**config.mk**
```make
export PLATFORM = sky130hd
export DESIGN_NAME = vote_argmax_flat
export DESIGN_NICKNAME = d
export VERILOG_FILES = /design/src/rtl/vote_argmax_if.sv /design/src/rtl/vote_argmax.sv /design/src/flat_wrapper.sv
export SDC_FILE = /design/constraint.sdc
export NUM_CORES = 1
export LEC_CHECK = 0
export CORE_UTILIZATION = 50
export CTS_BUF_LIST = sky130_fd_sc_hd__clkbuf_16
export CTS_CLUSTER_SIZE = 25
export DETAILED_ROUTE_END_ITERATION = 8
export GPL_ROUTABILITY_DRIVEN = 0
export HOLD_SLACK_MARGIN = 0.05
export PLACE_DENSITY = 0.77
export SYNTH_ARGS = -nofsm -noshare
export SYNTH_HDL_FRONTEND = slang
export SYNTH_SLANG_ARGS = --single-unit
```
**constraint.sdc**
```tcl
create_clock -name clk -period 1.87 [get_ports clk]
set_clock_uncertainty 0.05 [all_clocks]
set_input_delay 0.187 -clock clk [delete_from_list [all_inputs] [get_ports clk]]
set_output_delay 0.187 -clock clk [all_outputs]
set_load 0.05 [all_outputs]
```
**src/rtl/vote_argmax_if.sv**
```systemverilog
// Count stream in, per-frame arg-max result out.
// The DUT side uses slave; the count source and result consumer use master.
interface vote_argmax_if #(
  parameter int NUM_CLASS = 3,
  parameter int COUNT_BIT = 3
);
  localparam int CLASS_BIT = $clog2(NUM_CLASS);

  logic [COUNT_BIT-1:0] cnt_in;
  logic                 cnt_vld;
  logic [CLASS_BIT-1:0] class_out;
  logic [COUNT_BIT-1:0] max_out;
  logic                 tie_out;
  logic                 out_vld;

  modport master (
    output cnt_in, cnt_vld,
    input  class_out, max_out, tie_out, out_vld
  );

  modport slave (
    input  cnt_in, cnt_vld,
    output class_out, max_out, tie_out, out_vld
  );
endinterface

```
**src/rtl/vote_argmax.sv**
```systemverilog
// Sequential arg-max over per-class vote counts.
// Emits the winning class, its count and a tie flag per frame.
module vote_argmax #(
  parameter int NUM_CLASS = 3,
  parameter int COUNT_BIT = 3
) (
  input  logic          clk,
  input  logic          rst,
  vote_argmax_if.slave  bus
);
  localparam int CLASS_BIT = $clog2(NUM_CLASS);
  localparam logic [CLASS_BIT-1:0] LAST = CLASS_BIT'(NUM_CLASS - 1);

  logic [CLASS_BIT-1:0] idx;
  logic [COUNT_BIT-1:0] cur_max;
  logic [CLASS_BIT-1:0] cur_cls;
  logic                 cur_tie;

  logic [COUNT_BIT-1:0] nxt_max;
  logic [CLASS_BIT-1:0] nxt_cls;
  logic                 nxt_tie;

  logic first;
  logic last;
  logic gt;
  logic eq;

  assign first = (idx == '0);
  assign last  = (idx == LAST);
  assign gt    = (bus.cnt_in > cur_max);
  assign eq    = (bus.cnt_in == cur_max);

  // Strict > keeps the lowest index on equal maxima.
  always_comb begin
    nxt_max = cur_max;
    nxt_cls = cur_cls;
    nxt_tie = cur_tie;
    unique case (1'b1)
      first: begin
        nxt_max = bus.cnt_in;
        nxt_cls = '0;
        nxt_tie = 1'b0;
      end
      (!first && gt): begin
        nxt_max = bus.cnt_in;
        nxt_cls = idx;
        nxt_tie = 1'b0;
      end
      (!first && eq): begin
        nxt_tie = 1'b1;
      end
      default: ;
    endcase
  end

  always_ff @(posedge clk) begin
    if (rst) begin
      idx           <= '0;
      cur_max       <= '0;
      cur_cls       <= '0;
      cur_tie       <= 1'b0;
      bus.class_out <= '0;
      bus.max_out   <= '0;
      bus.tie_out   <= 1'b0;
      bus.out_vld   <= 1'b0;
    end else begin
      bus.out_vld <= 1'b0;
      if (bus.cnt_vld) begin
        idx     <= last ? '0 : idx + CLASS_BIT'(1);
        cur_max <= nxt_max;
        cur_cls <= nxt_cls;
        cur_tie <= nxt_tie;
        if (last) begin
          bus.class_out <= nxt_cls;
          bus.max_out   <= nxt_max;
          bus.tie_out   <= nxt_tie;
          bus.out_vld   <= 1'b1;
        end
      end
    end
  end
endmodule

```
**src/flat_wrapper.sv**
```systemverilog
// flat-port wrapper written by rule: the top's interface ports become plain ports
module vote_argmax_flat 
#(
  parameter int NUM_CLASS = 3,
  parameter int COUNT_BIT = 3
)
  (clk, rst, bus_cnt_in, bus_cnt_vld, bus_class_out, bus_max_out, bus_tie_out, bus_out_vld);
  vote_argmax_if #(.NUM_CLASS(NUM_CLASS), .COUNT_BIT(COUNT_BIT)) bus_i ();
  input  logic clk;
  input  logic rst;
  input wire logic [$bits(bus_i.cnt_in)-1:0] bus_cnt_in;
  input wire logic [$bits(bus_i.cnt_vld)-1:0] bus_cnt_vld;
  output wire logic [$bits(bus_i.class_out)-1:0] bus_class_out;
  output wire logic [$bits(bus_i.max_out)-1:0] bus_max_out;
  output wire logic [$bits(bus_i.tie_out)-1:0] bus_tie_out;
  output wire logic [$bits(bus_i.out_vld)-1:0] bus_out_vld;
  assign bus_i.cnt_in = bus_cnt_in;
  assign bus_i.cnt_vld = bus_cnt_vld;
  assign bus_class_out = bus_i.class_out;
  assign bus_max_out = bus_i.max_out;
  assign bus_tie_out = bus_i.tie_out;
  assign bus_out_vld = bus_i.out_vld;
  vote_argmax #(.NUM_CLASS(NUM_CLASS), .COUNT_BIT(COUNT_BIT)) u_core (.clk(clk), .rst(rst), .bus(bus_i));
endmodule
```
==> metrics.txt <==
status finished clean; synth warn 0; Initial Util 0.564; die area around 1700 sq um; max_cap viols 0; Final ANT Viol Nets 0; Yosys reg bits 15; Avg Synthesized Cell Area ~8.8 sq um; Setup WS post-layout ~130 ps; VDD IR-drop max 0.438 mV; Register Area 300 sq um; Least-Margin Pin Slew 511 ps; Post-synth EDFFs 0; Async SR Flop Fraction 0; Min Hold Slack 418 ps; gr usage total 0.236; Die Y around 41 um; Pleak 0.417 nW; Top FF cell, synth dfxtp_1; router iterations before antenna repair 4; placed cell areas 960 sq um; fmax 574 MHz; cts bufs inserted 3; min-delay src u_core.bus.tie_out; pre-CTS WS -135 ps; Post-layout nets between 100 and 150; vias in the first global route between 600 and 700; crit path DAT 1860 ps; Layout area overhead 35.4%; Syn Inst Count 88; # diodes 0; critical path peak fanout 5; worst skew pair latency 240 ps; count of cell types in the netlist 27; total number of vias 683; worst setup path start bus_cnt_in[0]; max-slew violations 0; minimum clock period roughly 1700 ps; syn_nets 97; initial antenna violation count 0; final setup vio count 0; share of layout cells above drive strength 1 0.193; clk buf depth 2; wire length of the first global-routing pass 2600 um; Cell Rows 13; vias per cell 5.51; DR iter-0 viols 16; Startpoint Class input port; Die W 41.3 um; area of the multi-input gates 438 sq um; slew margin rel. 0.658; cell area after layout 1040 sq um; Hold WC Path Type flip-flop to flip-flop; num ports 13; CTS root buffer clkbuf_16; mean routed wirelength per cell ~13 um; CTS tree yes; TNS Setup 0 ps; Required @ worst endpoint between 1500 and 2000 ps; element type at the critical path end flip-flop; Final Power roughly 0.00091 W; CTS sink count 15; Final Cycle Share 0.932; final hold vios 0; DR DRC count 0; Worst-path clk slew around 50 ps; # fillers 105; Seq/Total Area, Yosys 0.390; WL final 1630 um; global route total overflow 0; Crit Path Category input port to flip-flop; floorplan core area between 1000 and 1500 sq um; IO Port Bufs 12; FF-to-FF Start u_core.cur_max[1]; RSZ-0062 raised after global routing false; pwr/cell area ~870 nW/um^2; cts hold-fix bufs 0; Post-Synthesis Cell Area just under 800 sq um; dpl hpwl 1230 um; H-tree depth 1; largest net degree at the start of global routing 12
## report_power, final
| group | internal (W) | switching [W] | total (W) |
|---|---|---|---|
| clock | 0.000284 | 0.000118 | 0.000402 |
| combinational | 0.0000752 | 0.0000832 | 0.000158 |
| sequential | 0.000333 | 0.0000148 | 0.000348 |
## sequential cells by signal, summed over array words and instances, names as in the netlist
| signal | flops |
|---|---|
| u_core.bus.class_out | 2 |
| u_core.bus.max_out | 3 |
| u_core.bus.out_vld | 1 |
| u_core.bus.tie_out | 1 |
| u_core.cur_cls | 2 |
| u_core.cur_max | 3 |
| u_core.cur_tie | 1 |
| u_core.idx | 2 |
## synth_stat cells, types with 3 or more instances
master	instances	area, sq um
o21bai_1	3	22.5
nand3_1	5	25.0
inv_1	4	15.0
nor2_1	8	30.0
a211oi_1	6	45.0
nand2b_1	6	37.5
ha_1	3	37.5
dfxtp_1	15	300
a21oi_1	7	35.0
nor3_1	4	20.0
mux2i_1	3	30.0
nand2_1	4	15.0
## worst max-delay path, cell delays in order
cell,delay (ps)
clkdlybuf4s50_1,470
inv_1,50
ha_1,300
and3_4,190
o22a_2,240
a21oi_4,210
mux2i_1,200
## final cells by class
class / count / area share
sequential: 15 / 0.288
timing repair buffer: 21 / 0.180
multi-input combinational: 64 / 0.420
clock inverter: 1 / 0.00480
clock buffer: 3 / 0.0719
inverter: 5 / 0.0180
tap: 15 / 0.0180
## stage by stage
step | util | instances
after floorplan | - | 88
after global placement | 0.702 | 120
after detailed placement | 0.702 | 120
after CTS | 0.761 | 124
after global routing | 0.764 | 124
final | 0.764 | 124
## routing by layer
layer,part of all wire,GRT usage
met2,0.48,0.391
met4,0.0080,0.0968
met5,0,0
met3,0.033,0.0489
met1,0.48,0.294
## logic make-up (layout without fill, tap and decap cells)
| kind of cell | Yosys count | after routing | synth area share |
|---|---|---|---|
| flip-flops | 15 | 15 | 0.390 |
| multiplexers | 3 | 3 | 0.0390 |
| buffers and inverters | 9 | 30 | 0.0471 |
| AO/OA/AOI/OAI | 25 | 25 | 0.232 |
| AND/OR/NAND/NOR | 33 | 33 | 0.244 |
| adder cells (fa/ha/maj) | 3 | 3 | 0.0487 |
## layout by cell type, fill, tap and decap left out
| master | instances |
|---|---|
| a211oi_1 | 6 |
| buf_4 | 9 |
| nand3b_1 | 2 |
| clkdlybuf4s50_1 | 12 |
| nand3_1 | 5 |
| nor2b_1 | 1 |
| mux2i_1 | 3 |
| and2_4 | 1 |
| clkinv_2 | 1 |
| nor2_1 | 8 |
| nor3_1 | 4 |
| o21bai_1 | 3 |
| o21ai_0 | 2 |
| ha_1 | 3 |
| o22a_2 | 1 |
| a21o_1 | 1 |
| a21oi_4 | 1 |
| nor3b_4 | 1 |
| inv_2 | 1 |
| clkbuf_16 | 3 |
| a21oi_1 | 6 |
| a31oi_1 | 2 |
| a21oi_2 | 1 |
| dfxtp_1 | 15 |
| o211ai_2 | 1 |
| and3_4 | 1 |
| o211ai_1 | 1 |
| nand2_1 | 4 |
| inv_1 | 4 |
| nand2b_1 | 6 |
## timing repair
action / CTS / global route
gates resized for setup: 0 / 1
buffers inserted: 0 / 0
setup endpoints to repair: 0 / 4
## path summary, 6_finish.rpt
kind / endpoint / slack, ps / cells after the start
worst min register to register: u_core.bus.tie_out / 420 / 2
worst max register to register: u_core.cur_max[0] / 180 / 7
worst max-delay path: u_core.cur_max[0] / 130 / 7
worst min-delay path: u_core.bus.tie_out / 420 / 2
No activity file was read; power rests on OpenSTA's default activity.
